**src/rtl/dmem_arb_pkg.sv**
```systemverilog
// dmem_arb_pkg: owner encodings, default arbitration limits and bus-width helpers
// shared by the dmem_arbiter block, its master interface and its bench.
package dmem_arb_pkg;

    // Owner encoding doubles as the arbiter state: OWN_NONE is the IDLE state.
    typedef enum logic [1:0] {
        OWN_NONE = 2'b00,
        OWN_M0   = 2'b01,
        OWN_M1   = 2'b10
    } owner_e;

    localparam int DEF_DATA_W       = 32;
    localparam int DEF_MAX_BURST    = 8;
    localparam int DEF_STARVE_LIMIT = 16;

    function automatic int strb_w(input int data_w);
        return data_w / 8;
    endfunction

endpackage

```
**src/rtl/dmem_arbiter_if.sv**
```systemverilog
// dmem_arbiter_if: one bus master's beat request/response bundle.
// A master holds req and the beat fields until it sees ready.
interface dmem_arbiter_if
    import dmem_arb_pkg::*;
#(
    parameter int ADDR_W = 32,
    parameter int DATA_W = DEF_DATA_W
);
    logic                      req;
    logic [ADDR_W-1:0]         addr;
    logic [DATA_W-1:0]         wdata;
    logic                      we;
    logic [strb_w(DATA_W)-1:0] wstrb;
    logic                      ready;
    logic [DATA_W-1:0]         rdata;

    modport master (
        output req, addr, wdata, we, wstrb,
        input  ready, rdata
    );

    modport slave (
        input  req, addr, wdata, we, wstrb,
        output ready, rdata
    );
endinterface

```
**src/rtl/arb_sat_counter.sv**
```systemverilog
// arb_sat_counter: up-counter that holds at SAT_VAL; a clear wins over an increment.
module arb_sat_counter #(
    parameter int               WIDTH   = 8,
    parameter logic [WIDTH-1:0] SAT_VAL = '1
) (
    input  logic             clk,
    input  logic             rst,
    input  logic             i_inc,
    input  logic             i_clr,
    output logic [WIDTH-1:0] o_count
);
    logic [WIDTH-1:0] r_count;

    // NOTE: state registers use non-blocking assignment so every flop samples
    // its inputs from the same pre-edge values, matching the synthesized hardware.
    always_ff @(posedge clk or posedge rst) begin
        if (rst) begin
            r_count <= '0;
        end else if (i_clr) begin
            r_count <= '0;
        end else if (i_inc && (r_count != SAT_VAL)) begin
            r_count <= r_count + 1'b1;
        end
    end

    assign o_count = r_count;
endmodule

```
**src/rtl/dmem_arbiter.sv**
```systemverilog
// dmem_arbiter: registered two-master ownership arbiter for the single data-RAM port.
// Define ARB_STATS_EN to build the beat/switch statistic counters; otherwise they read 0.
module dmem_arbiter
    import dmem_arb_pkg::*;
#(
    parameter int ADDR_W       = 32,
    parameter int DATA_W       = DEF_DATA_W,
    parameter int MAX_BURST    = DEF_MAX_BURST,
    parameter int STARVE_LIMIT = DEF_STARVE_LIMIT
) (
    input  logic                      clk,
    input  logic                      rst,
    dmem_arbiter_if.slave             m0,
    dmem_arbiter_if.slave             m1,
    output logic [ADDR_W-1:0]         mem_addr,
    output logic [DATA_W-1:0]         mem_wdata,
    output logic                      mem_we,
    output logic [strb_w(DATA_W)-1:0] mem_wstrb,
    input  logic [DATA_W-1:0]         mem_rdata,
    output logic [1:0]                owner,
    output logic [15:0]               stat_m0_beats,
    output logic [15:0]               stat_m1_beats,
    output logic [15:0]               stat_switches
);
    localparam int BURST_W  = (MAX_BURST > 1) ? $clog2(MAX_BURST) : 1;
    localparam int STARVE_W = $clog2(STARVE_LIMIT + 1);
    localparam logic [BURST_W-1:0]  BURST_LAST = BURST_W'(MAX_BURST - 1);
    localparam logic [STARVE_W-1:0] STARVE_MAX = STARVE_W'(STARVE_LIMIT);

    owner_e              r_owner;
    owner_e              w_owner_next;
    logic                w_m0_beat;
    logic                w_m1_beat;
    logic                w_burst_last;
    logic                w_starved;
    logic                w_owner_change;
    logic [BURST_W-1:0]  w_burst_cnt;
    logic [STARVE_W-1:0] w_starve_cnt;

    // A beat completes whenever the owner is requesting, so ready is a pure decode.
    assign w_m0_beat      = (r_owner == OWN_M0) && m0.req;
    assign w_m1_beat      = (r_owner == OWN_M1) && m1.req;
    assign w_burst_last   = (w_m0_beat || w_m1_beat) && (w_burst_cnt == BURST_LAST);
    assign w_starved      = (w_starve_cnt == STARVE_MAX);
    assign w_owner_change = (w_owner_next != r_owner);

    assign m0.ready = w_m0_beat;
    assign m1.ready = w_m1_beat;
    assign m0.rdata = mem_rdata;
    assign m1.rdata = mem_rdata;
    assign owner    = r_owner;

    always_ff @(posedge clk or posedge rst) begin
        if (rst) begin
            r_owner <= OWN_NONE;
        end else begin
            r_owner <= w_owner_next;
        end
    end

    // NOTE: every always_comb output gets a default before the case so no path
    // leaves it unassigned, which would otherwise infer a latch.
    always_comb begin
        w_owner_next = r_owner;
        case (r_owner)
            OWN_NONE: begin
                if (m0.req && m1.req) begin
                    w_owner_next = w_starved ? OWN_M1 : OWN_M0;
                end else if (m0.req) begin
                    w_owner_next = OWN_M0;
                end else if (m1.req) begin
                    w_owner_next = OWN_M1;
                end
            end
            OWN_M0: begin
                if (!m0.req) begin
                    w_owner_next = m1.req ? OWN_M1 : OWN_NONE;
                end else if (m1.req && (w_starved || w_burst_last)) begin
                    w_owner_next = OWN_M1;
                end
            end
            OWN_M1: begin
                if (!m1.req) begin
                    w_owner_next = m0.req ? OWN_M0 : OWN_NONE;
                end else if (m0.req && w_burst_last) begin
                    w_owner_next = OWN_M0;
                end
            end
            default: w_owner_next = OWN_NONE;
        endcase
    end

    always_comb begin
        mem_addr  = '0;
        mem_wdata = '0;
        mem_we    = 1'b0;
        mem_wstrb = '0;
        case (r_owner)
            OWN_M0: begin
                mem_addr  = m0.addr;
                mem_wdata = m0.wdata;
                mem_we    = m0.we && m0.req;
                mem_wstrb = m0.wstrb;
            end
            OWN_M1: begin
                mem_addr  = m1.addr;
                mem_wdata = m1.wdata;
                mem_we    = m1.we && m1.req;
                mem_wstrb = m1.wstrb;
            end
            default: ;
        endcase
    end

    arb_sat_counter #(
        .WIDTH   (BURST_W),
        .SAT_VAL (BURST_LAST)
    ) u_burst_cnt (
        .clk     (clk),
        .rst     (rst),
        .i_inc   (w_m0_beat || w_m1_beat),
        .i_clr   (w_owner_change),
        .o_count (w_burst_cnt)
    );

    // Master 1 waits only while it requests and does not own, or is about to own, the port.
    arb_sat_counter #(
        .WIDTH   (STARVE_W),
        .SAT_VAL (STARVE_MAX)
    ) u_starve_cnt (
        .clk     (clk),
        .rst     (rst),
        .i_inc   (m1.req && (r_owner != OWN_M1)),
        .i_clr   (!m1.req || (w_owner_next == OWN_M1)),
        .o_count (w_starve_cnt)
    );

`ifdef ARB_STATS_EN
    logic w_master_switch;

    assign w_master_switch = ((r_owner == OWN_M0) && (w_owner_next == OWN_M1)) ||
                             ((r_owner == OWN_M1) && (w_owner_next == OWN_M0));

    arb_sat_counter #(.WIDTH(16)) u_stat_m0 (
        .clk     (clk),
        .rst     (rst),
        .i_inc   (w_m0_beat),
        .i_clr   (1'b0),
        .o_count (stat_m0_beats)
    );

    arb_sat_counter #(.WIDTH(16)) u_stat_m1 (
        .clk     (clk),
        .rst     (rst),
        .i_inc   (w_m1_beat),
        .i_clr   (1'b0),
        .o_count (stat_m1_beats)
    );

    arb_sat_counter #(.WIDTH(16)) u_stat_sw (
        .clk     (clk),
        .rst     (rst),
        .i_inc   (w_master_switch),
        .i_clr   (1'b0),
        .o_count (stat_switches)
    );
`else
    assign stat_m0_beats = '0;
    assign stat_m1_beats = '0;
    assign stat_switches = '0;
`endif

endmodule

```
**src/flat_wrapper.sv**
```systemverilog
// flat-port wrapper written by rule: the top's interface ports become plain ports
module dmem_arbiter_flat import dmem_arb_pkg::*;
#(
    parameter int ADDR_W       = 32,
    parameter int DATA_W       = DEF_DATA_W,
    parameter int MAX_BURST    = DEF_MAX_BURST,
    parameter int STARVE_LIMIT = DEF_STARVE_LIMIT
)
  (clk, rst, mem_addr, mem_wdata, mem_we, mem_wstrb, mem_rdata, owner, stat_m0_beats, stat_m1_beats, stat_switches, m0_req, m0_addr, m0_wdata, m0_we, m0_wstrb, m0_ready, m0_rdata, m1_req, m1_addr, m1_wdata, m1_we, m1_wstrb, m1_ready, m1_rdata);
  dmem_arbiter_if #(.ADDR_W(ADDR_W), .DATA_W(DATA_W)) m0_i ();
  dmem_arbiter_if #(.ADDR_W(ADDR_W), .DATA_W(DATA_W)) m1_i ();
  input  logic clk;
  input  logic rst;
  output logic [ADDR_W-1:0] mem_addr;
  output logic [DATA_W-1:0] mem_wdata;
  output logic mem_we;
  output logic [strb_w(DATA_W)-1:0] mem_wstrb;
  input  logic [DATA_W-1:0] mem_rdata;
  output logic [1:0] owner;
  output logic [15:0] stat_m0_beats;
  output logic [15:0] stat_m1_beats;
  output logic [15:0] stat_switches;
  input wire logic [$bits(m0_i.req)-1:0] m0_req;
  input wire logic [$bits(m0_i.addr)-1:0] m0_addr;
  input wire logic [$bits(m0_i.wdata)-1:0] m0_wdata;
  input wire logic [$bits(m0_i.we)-1:0] m0_we;
  input wire logic [$bits(m0_i.wstrb)-1:0] m0_wstrb;
  output wire logic [$bits(m0_i.ready)-1:0] m0_ready;
  output wire logic [$bits(m0_i.rdata)-1:0] m0_rdata;
  input wire logic [$bits(m1_i.req)-1:0] m1_req;
  input wire logic [$bits(m1_i.addr)-1:0] m1_addr;
  input wire logic [$bits(m1_i.wdata)-1:0] m1_wdata;
  input wire logic [$bits(m1_i.we)-1:0] m1_we;
  input wire logic [$bits(m1_i.wstrb)-1:0] m1_wstrb;
  output wire logic [$bits(m1_i.ready)-1:0] m1_ready;
  output wire logic [$bits(m1_i.rdata)-1:0] m1_rdata;
  assign m0_i.req = m0_req;
  assign m0_i.addr = m0_addr;
  assign m0_i.wdata = m0_wdata;
  assign m0_i.we = m0_we;
  assign m0_i.wstrb = m0_wstrb;
  assign m0_ready = m0_i.ready;
  assign m0_rdata = m0_i.rdata;
  assign m1_i.req = m1_req;
  assign m1_i.addr = m1_addr;
  assign m1_i.wdata = m1_wdata;
  assign m1_i.we = m1_we;
  assign m1_i.wstrb = m1_wstrb;
  assign m1_ready = m1_i.ready;
  assign m1_rdata = m1_i.rdata;
  dmem_arbiter #(.ADDR_W(ADDR_W), .DATA_W(DATA_W), .MAX_BURST(MAX_BURST), .STARVE_LIMIT(STARVE_LIMIT)) u_core (.clk(clk), .rst(rst), .m0(m0_i), .m1(m1_i), .mem_addr(mem_addr), .mem_wdata(mem_wdata), .mem_we(mem_we), .mem_wstrb(mem_wstrb), .mem_rdata(mem_rdata), .owner(owner), .stat_m0_beats(stat_m0_beats), .stat_m1_beats(stat_m1_beats), .stat_switches(stat_switches));
endmodule
```
**config.mk**
```make
export PLATFORM = sky130hd
export DESIGN_NAME = dmem_arbiter_flat
export DESIGN_NICKNAME = d
export VERILOG_FILES = /design/src/rtl/dmem_arb_pkg.sv /design/src/rtl/dmem_arbiter_if.sv /design/src/rtl/arb_sat_counter.sv /design/src/rtl/dmem_arbiter.sv /design/src/flat_wrapper.sv
export SDC_FILE = /design/constraint.sdc
export NUM_CORES = 1
export LEC_CHECK = 0
export BUFFER_PORTS_ARGS = -buffer_cell sky130_fd_sc_hd__buf_2
export CAP_MARGIN = 30
export CORE_AREA = 10 10 132 134
export CTS_CLUSTER_DIAMETER = 60
export DETAILED_ROUTE_END_ITERATION = 10
export DIE_AREA = 0 0 142 144
export PLACE_DENSITY = 0.62
export SKIP_LAST_GASP = 1
export SLEW_MARGIN = 10
export SYNTH_ARGS = -nofsm -noshare
export SYNTH_HDL_FRONTEND = slang
export SYNTH_SLANG_ARGS = --single-unit
```
**constraint.sdc**
```tcl
create_clock -name clk -period 3.78 [get_ports clk]
set_input_delay 0.189 -clock clk [delete_from_list [all_inputs] [get_ports clk]]
set_output_delay 0.189 -clock clk [all_outputs]
set_load 0.02 [all_outputs]
```
# After elaboration in Yosys (flattened, before gate mapping)
# Cells that the tools add are included.
# classes
n_mux,19
eq_ne,9
n_reduce_logical,18
n_addsub,2
# op_table
operator,n
32-bit one-hot mux with 2 select lines,2
2-bit 2-to-1 mux,9
1-bit logical AND,11
5-bit 2-to-1 mux,2
4-bit one-hot mux with 2 select lines,1
3-bit 2-to-1 mux,2
2-bit one-hot mux with 3 select lines,1
5-bit by 1-bit adder with 5-bit output (second input constant),1
5-bit == test (second input constant),1
5-bit != test (second input constant),1
2-bit == test (second input constant),2
2-bit nonzero test,2
3-bit by 1-bit adder with 3-bit output (second input constant),1
3-bit == test (second input constant),1
1-bit logical OR,3
3-bit != test (second input constant),1
2-bit by 1-bit == test with 1-bit output (second input constant),1
2-bit zero test,1
2-bit != test,1
2-bit != test (second input constant),1
1-bit one-hot mux with 2 select lines,1
1-bit zero test,1
1-bit 2-to-1 mux,1
# totals
regBits,10
in_bits,174
wordCells,51

# Depth between registers and ports, before layout
# Gate-level depths: netlist of run 1.
# logic_depth
ltp_word,12
mapped_depth,9

# By module
# A second synthesis of run 1 with hierarchy kept.
# hier_totals
hier_cells,373
hier_area_um2,2748.9
# modules_own_cells
module,cells_per_inst,instances,area_each_um2,seq_area_each_um2
dmem_arbiter,328,1,2277.2,50.0
arb_sat_counter (u_core.u_starve_cnt),29,1,284.0,125.1
arb_sat_counter (u_core.u_burst_cnt),16,1,187.7,75.1

# Least setup slack after synthesis of run 1
# Ideal clock, no wire load.
# synth_timing
path_kind,register -> output
startpoint,reg u_core.r_owner[1] (netlist: u_core.owner[1])
endpoint,out mem_wdata[25]
arrival_ps,1982
path_slack_ps,1609
stages_incl_launch_ff,8
cell_sequence,dfrtp_1 > inv_1 > ha_1 > buf_2 > buf_1 > clkbuf_1 > a22oi_1 > nor2b_1
# synth_between
elab_chain_cells,2
elab_cells_between_ends,3
classes_between,eq/ne: 2; mux: 1
# synth_lines
item,line_no,source
"start, declared",dmem_arbiter.sv:30,owner_e r_owner;
"start signal, assigned",dmem_arbiter.sv:57,r_owner <= w_owner_next;
2-bit == test or 2-bit by 1-bit == test with 1-bit output (tied branches),dmem_arbiter.sv:98,case (r_owner)
32-bit one-hot mux with 2 select lines (*),dmem_arbiter.sv:98,
"end, declared",flat_wrapper.sv:15,output logic [DATA_W-1:0] mem_wdata;
# Mark *: on every way between the ends. The rest lies on a longest branch, timed or not.

# Final worst setup path of run 1
# layout_timing
startpoint,reg u_core.r_owner[1] (netlist: u_core.owner[1])
endpoint,out mem_addr[7]
# layout_between
elab_chain_cells,2
elab_cells_between_ends,3
classes_between,eq/ne: 2; mux: 1
# layout_lines
item,line_no,source
2-bit == test or 2-bit by 1-bit == test with 1-bit output (tied branches),dmem_arbiter.sv:98,
32-bit one-hot mux with 2 select lines (*),dmem_arbiter.sv:98,
"end, declared",flat_wrapper.sv:14,output logic [ADDR_W-1:0] mem_addr;
# Marks and branches as above.

==> flow_metrics.tcl, run 1 <==
set metrics [dict create \
    status "completed" \
    multiInputGateArea_um2 1660 \
    grt-ovfl-total 0 \
    worst_slew_pin_slew_ns 0.820 \
    cts_buffer_depth 2 \
    clock_latency_ns 0.24 \
    drv_slew 0 \
    vias 2944 \
    ys_seq_area_share_pct 9.27 \
    p_leak_nw 1.77 \
    hp-class "input pin to register" \
    place_ws_ns 1.14 \
    grt_max_degree 70 \
    grt_pass1_vias 2970 \
    syn_area_per_cell_um2 7.35 \
    grt_pass1_wl_mm 15.7 \
    synth_warnings 0 \
    peakVddDrop_uv 276 \
    cts.clk_slew.worst_paths_ns 0.04 \
    drive_gt1_share_pct 46.0 \
    worst_slack_ns 1.04 \
    synth_area_um2 2700 \
    gp_congestion 0.823 \
    crit_type "register to output pin" \
    drt-wirelength-per-cell_um 16.2 \
    synth_top_area_share_pct 31.2 \
    postSynthCellCount 367 \
    hold_depth 3 \
    cts_resized 0 \
    die_w_um 142 \
    die_y_um 144 \
    finalHoldViolCount 0 \
    post-route-drc-count 0 \
    totalWireLength_mm 11.2 \
    critPathRequiredTime_ns 3.59 \
    slew_headroom_pct 45.4 \
    synth_cell_type_count 37 \
    seqCellArea_um2 250 \
    cts_tree "yes" \
    fillers 1642 \
    hpwl_mm 9.44 \
    coreArea_um2 14900 \
    ys_ff_latch 10 \
    cp-start-kind "register" \
    h-tree-depth 1 \
    start_util_pct 18.2 \
    holdWs_ns 0.328 \
    fin_crit_ns 2.74 \
    rows 45 \
    path_max_fanout 43 \
    tns_ns 0 \
    ctsHoldBuffers 1 \
    numCtsBuffers 3 \
    grt_setup_unrepaired "false" \
    clockRootBuffer "clkbuf_16" \
    powerDensity_nw_per_um2 681 \
    arrival_ns 2.56 \
    cap_violations 0 \
    finClkSkew_ns 0.00491 \
    antenna_found_initial 0 \
    cts_sinks 10 \
    die_area_um2 20400 \
    area_growth_pct 26.1 \
    cp-end-kind "output pin" \
    worstRegToRegCells 8 \
    synth_top_area_cell "buf_4" \
    vias_per_cell 4.27 \
    setup_viol 0 \
    synth_area_leaders "buf_4 31%, a22oi_1 19%, nor2b_1 16%, dfrtp_1 9.3%, ha_1 3.7%" \
    ant_nets 0 \
    numPortBuffers 214 \
    fmax_ghz 0.364 \
    nNetsFinal 683 \
    post_cts_buffers 0 \
    drtIter0Drc 112 \
    grt_usage_pct 9.29 \
    fin_crit_sh_pct 72.6 \
    drt-pass1-iter-count 4 \
    ios 359 \
]
-- metal layers --
layer / global-route usage [%] / vias to the layer above / wire length [µm]
li1: - / 1379 / -
met1: 10.1 / 1313 / 3880
met2: 14.8 / 215 / 5140
met3: 5.08 / 37 / 1800
met4: 3.77 / 0 / 327
met5: 0 / - / 0
-- cell usage after synthesis, drive strengths merged --
| cell type | instances |
|---|---|
| a211o | 1 |
| a211oi | 4 |
| a21oi | 6 |
| a221o | 1 |
| a22oi | 70 |
| a31oi | 2 |
| a32oi | 1 |
| and2 | 1 |
| and3 | 2 |
| and4bb | 1 |
| buf | 120 |
| clkbuf | 17 |
| conb | 1 |
| dfrtp | 10 |
| ha | 8 |
| inv | 10 |
| mux2i | 2 |
| nand2 | 11 |
| nand2b | 2 |
| nand4b | 3 |
| nor2 | 8 |
| nor2b | 70 |
| nor3 | 1 |
| nor4b | 2 |
| o211ai | 1 |
| o21ai | 4 |
| o221ai | 1 |
| o22ai | 1 |
| o2bb2ai | 1 |
| o311ai | 1 |
| xnor2 | 4 |
-- layout make-up --
cell class              count  share of cell area (%)
multi-input cells         257                    48.7
clock buffers               4                    2.61
diodes                      1                  0.0736
flip-flops and latches     10                    7.36
well taps                 188                    6.91
inverters                  10                    1.10
repair buffers            219                    33.2
-- cell usage in the layout (no fill, tap or decap), types with 2 or more instances in the layout --
cell type,count
and3_1,2
conb_1,48
dfrtp_1,10
a31oi_1,2
mux2i_1,2
a211oi_1,3
nand4b_1,3
xnor2_1,4
a21oi_1,6
ha_2,3
nand2b_1,2
buf_4,3
buf_2,214
nor2b_1,70
a22oi_1,70
nand2_1,11
o21ai_0,3
ha_1,5
clkbuf_16,3
nor2_1,8
inv_1,9
-- worst max-delay path: stages (launching register included) --
cell and delay, ns:
dfrtp_1 0.47, inv_1 0.15, ha_2 0.74, buf_4 0.46, a22oi_1 0.13, nor2b_1 0.15
buf_2 0.19
-- kinds of logic (layout without fill, tap and decap cells) --
family,after synthesis,after routing,synth area share [%]
adders and majority gates,8,8,3.71
other,1,49,0.139
buffers and inverters,147,233,36.2
and+or+nand+nor,101,101,22.7
AOI/OAI and AO/OA,94,94,26.0
muxes,2,2,0.742
xor gates and xnor gates,4,4,1.30
DFF,10,10,9.27
-- worst paths after layout --
check / from / end / slack, ns
max in group asynchronous: rst / u_core.u_burst_cnt.o_count[0]$_DFFE_PP0P_ / 3.04
min: m1_req / u_core.u_starve_cnt.o_count[4]$_DFFE_PP0P_ / 0.33
max: u_core.owner[1]$_DFF_PP0_ / mem_addr[7] / 1.04
min reg2reg: u_core.u_starve_cnt.o_count[4]$_DFFE_PP0P_ / u_core.u_starve_cnt.o_count[4]$_DFFE_PP0P_ / 0.57
max reg2reg: u_core.owner[1]$_DFF_PP0_ / u_core.u_burst_cnt.o_count[2]$_DFFE_PP0P_ / 1.09
min in group asynchronous: rst / u_core.u_burst_cnt.o_count[2]$_DFFE_PP0P_ / 0.47
-- power breakdown --
part	leakage, nW	switching, W	internal [W]
registers	0.134	0.0000421	0.000134
clock network	0.0442	0.0000520	0.000159
logic	1.59	0.00117	0.000755
-- flip-flops by register name (all words and copies together) (netlist names) --
signal and flops:
u_core.u_burst_cnt.o_count 3, u_core.owner 2, u_core.u_starve_cnt.o_count 5
-- stage by stage --
| stage | utilization, % | power (W) | instance area (µm²) | std cells |
|---|---|---|---|---|
| final | 22.9 | 0.00232 | 3400 | 689 |
| after global routing | 22.9 | 0.00252 | 3400 | 688 |
| after CTS | 22.7 | 0.00230 | 3370 | 687 |
| after detailed placement | 22.0 | 0.00208 | 3270 | 682 |
| after global placement | 22.0 | 0.00207 | 3270 | 682 |
| after floorplan | - | 0.00164 | 2880 | 414 |
Note: power is estimated with default switching activity, not from simulation.
==> run 2: changes to the inputs <==
==> constraint.sdc (replaced) <==
create_clock -name clk -period 2.8 [get_ports clk]
set_input_delay 0.14 -clock clk [delete_from_list [all_inputs] [get_ports clk]]
set_output_delay 0.14 -clock clk [all_outputs]
set_load 0.02 [all_outputs]
==> flow_metrics.tcl, run 2 (synthesis gave the netlist of run 1 again) <==
set metrics [dict create \
    grt_pass1_vias 2877 \
    gp_congestion 0.772 \
    largest_reg_flops 5 \
    ant_nets 0 \
    fillers 1719 \
    die_y_um 144 \
    worst_slew_pin_slew_ns 0.535 \
    rows 45 \
    drtIter0Drc 109 \
    numCtsBuffers 3 \
    drt-wirelength-per-cell_um 16.4 \
    drv_slew 0 \
    fin_crit_sh_pct 86.2 \
    worst_slack_ns 0.387 \
    peakVddDrop_uv 416 \
    tns_ns 0 \
    clock_latency_ns 0.23 \
    ios 359 \
    drive_gt1_share_pct 46.0 \
    finalHoldViolCount 0 \
    total_power_w 0.00307 \
    nNetsFinal 684 \
    arrival_ns 2.27 \
    p_leak_nw 1.77 \
    pwr-share-seq_pct 7.7 \
    status "completed" \
    path_max_fanout 52 \
    grt-ovfl-total 0 \
    cp-end-kind "output pin" \
    numPortBuffers 214 \
    cts.clk_slew.worst_paths_ns 0.04 \
    finClkSkew_ns 0.00103 \
    setup_viol 0 \
    holdWs_ns 0.276 \
    m1WireLength_mm 4.13 \
    totalWireLength_mm 11.3 \
    grt_max_degree 53 \
    drt-pass1-iter-count 4 \
    critPathRequiredTime_ns 2.66 \
    area_growth_pct 25.5 \
    wl_met3_mm 1.68 \
    cts_tree "yes" \
    cp-start-kind "register" \
    die_area_um2 20400 \
    grt_usage_pct 9.37 \
    vias_per_cell 4.20 \
    vias 2892 \
    p_int_w 0.00137 \
    clockRootBuffer "clkbuf_16" \
    post-route-drc-count 0 \
    cap_violations 0 \
    place_ws_ns 0.580 \
    final_common_cell "buf_2" \
    fin_crit_ns 2.41 \
    hp-class "input pin to register" \
    coreArea_um2 14900 \
    grt_pass1_wl_mm 15.8 \
    highest_layer "met5" \
    crit_type "register to output pin" \
    powerDensity_nw_per_um2 906 \
    cts_sinks 10 \
    start_util_pct 18.2 \
    layout_common_cells "214 x buf_2, 70 x nor2b_1, 70 x a22oi_1, 48 x conb_1, 11 x nand2_1" \
    cts_buffer_depth 2 \
    die_w_um 142 \
    switching_share_pct 55.2 \
    grt_setup_unrepaired "false" \
    antenna_found_initial 1 \
    post-route-util_pct 22.8 \
    hpwl_mm 9.76 \
    power_frac_clock_pct 7.8 \
    switching_power_w 0.00170 \
    slew_headroom_pct 64.4 \
    h-tree-depth 1 \
    fmax_ghz 0.414 \
    routed-wl-met2_mm 5.18 \
    comb_power_share_pct 84.5 \
]
==> run 2: cell count changes in the layout (fill, tap and decap cells not counted), sizes merged <==
cell / delta
clkbuf: -1
buf: +1
==> run 2: critical path, cell delays in order (launching register included) <==
cell	delay, ns
dfrtp_1	0.48
inv_1	0.16
ha_2	0.32
buf_4	0.49
a22oi_1	0.19
nor2b_1	0.18
buf_2	0.19
==> run 2: layout make-up <==
class	instances	area [µm²]	area share (%)
antenna	1	2.50	0.0739
clock buffer	3	75.1	2.22
inverter	10	37.5	1.11
multi-input combinational	257	1660	48.9
sequential	10	250	7.39
tap	188	235	6.94
timing repair buffer	220	1130	33.4
==> run 2: power by group through the flow <==
| stage | sequential, W | combinational, W | clock (W) |
|---|---|---|---|
| after floorplan | 0.000238 | 0.00198 | 0 |
| after global placement | 0.000235 | 0.00262 | 0 |
| after detailed placement | 0.000238 | 0.00264 | 0 |
| after CTS | 0.000235 | 0.00264 | 0.000245 |
| after global routing | 0.000246 | 0.00286 | 0.000254 |
| final | 0.000236 | 0.00260 | 0.000240 |
==> run 2: path summary, 6_finish.rpt <==
check                      depth (start not counted)                                  startpoint  slack, ns                                    endpoint
hold reg to reg                                    3  u_core.u_starve_cnt.o_count[4]$_DFFE_PP0P_       0.56  u_core.u_starve_cnt.o_count[4]$_DFFE_PP0P_
min in group asynchronous                          3                                         rst       0.44   u_core.u_burst_cnt.o_count[1]$_DFFE_PP0P_
max in group asynchronous                          3                                         rst       2.09                   u_core.owner[0]$_DFF_PP0_
setup / recovery                                   6                   u_core.owner[0]$_DFF_PP0_       0.39                                 mem_addr[7]
setup reg to reg                                   8                   u_core.owner[1]$_DFF_PP0_       0.55   u_core.u_burst_cnt.o_count[2]$_DFFE_PP0P_
hold / removal                                     3                                      m1_req       0.28  u_core.u_starve_cnt.o_count[4]$_DFFE_PP0P_
==> run 2: repair_timing <==
item | 4_1_cts | 5_1_grt
endpoints found under the hold margin | 10 | 0
setup buffers | 0 | 0
hold buffers | 1 | 0
gates resized for setup | 0 | 0
==> run 2: through the flow <==
step                      cell area [µm²]  cells
after floorplan                      2880    414
after global placement               3300    684
after detailed placement             3300    684
after CTS                            3390    688
after global routing                 3390    688
final                                3390    689
==> run 2: per-layer routing <==
metal	vias to the layer above	GRT usage [%]
li1	1378	-
met5	-	0
met3	32	5.41
met1	1287	10.4
met4	2	3.71
met2	193	14.4
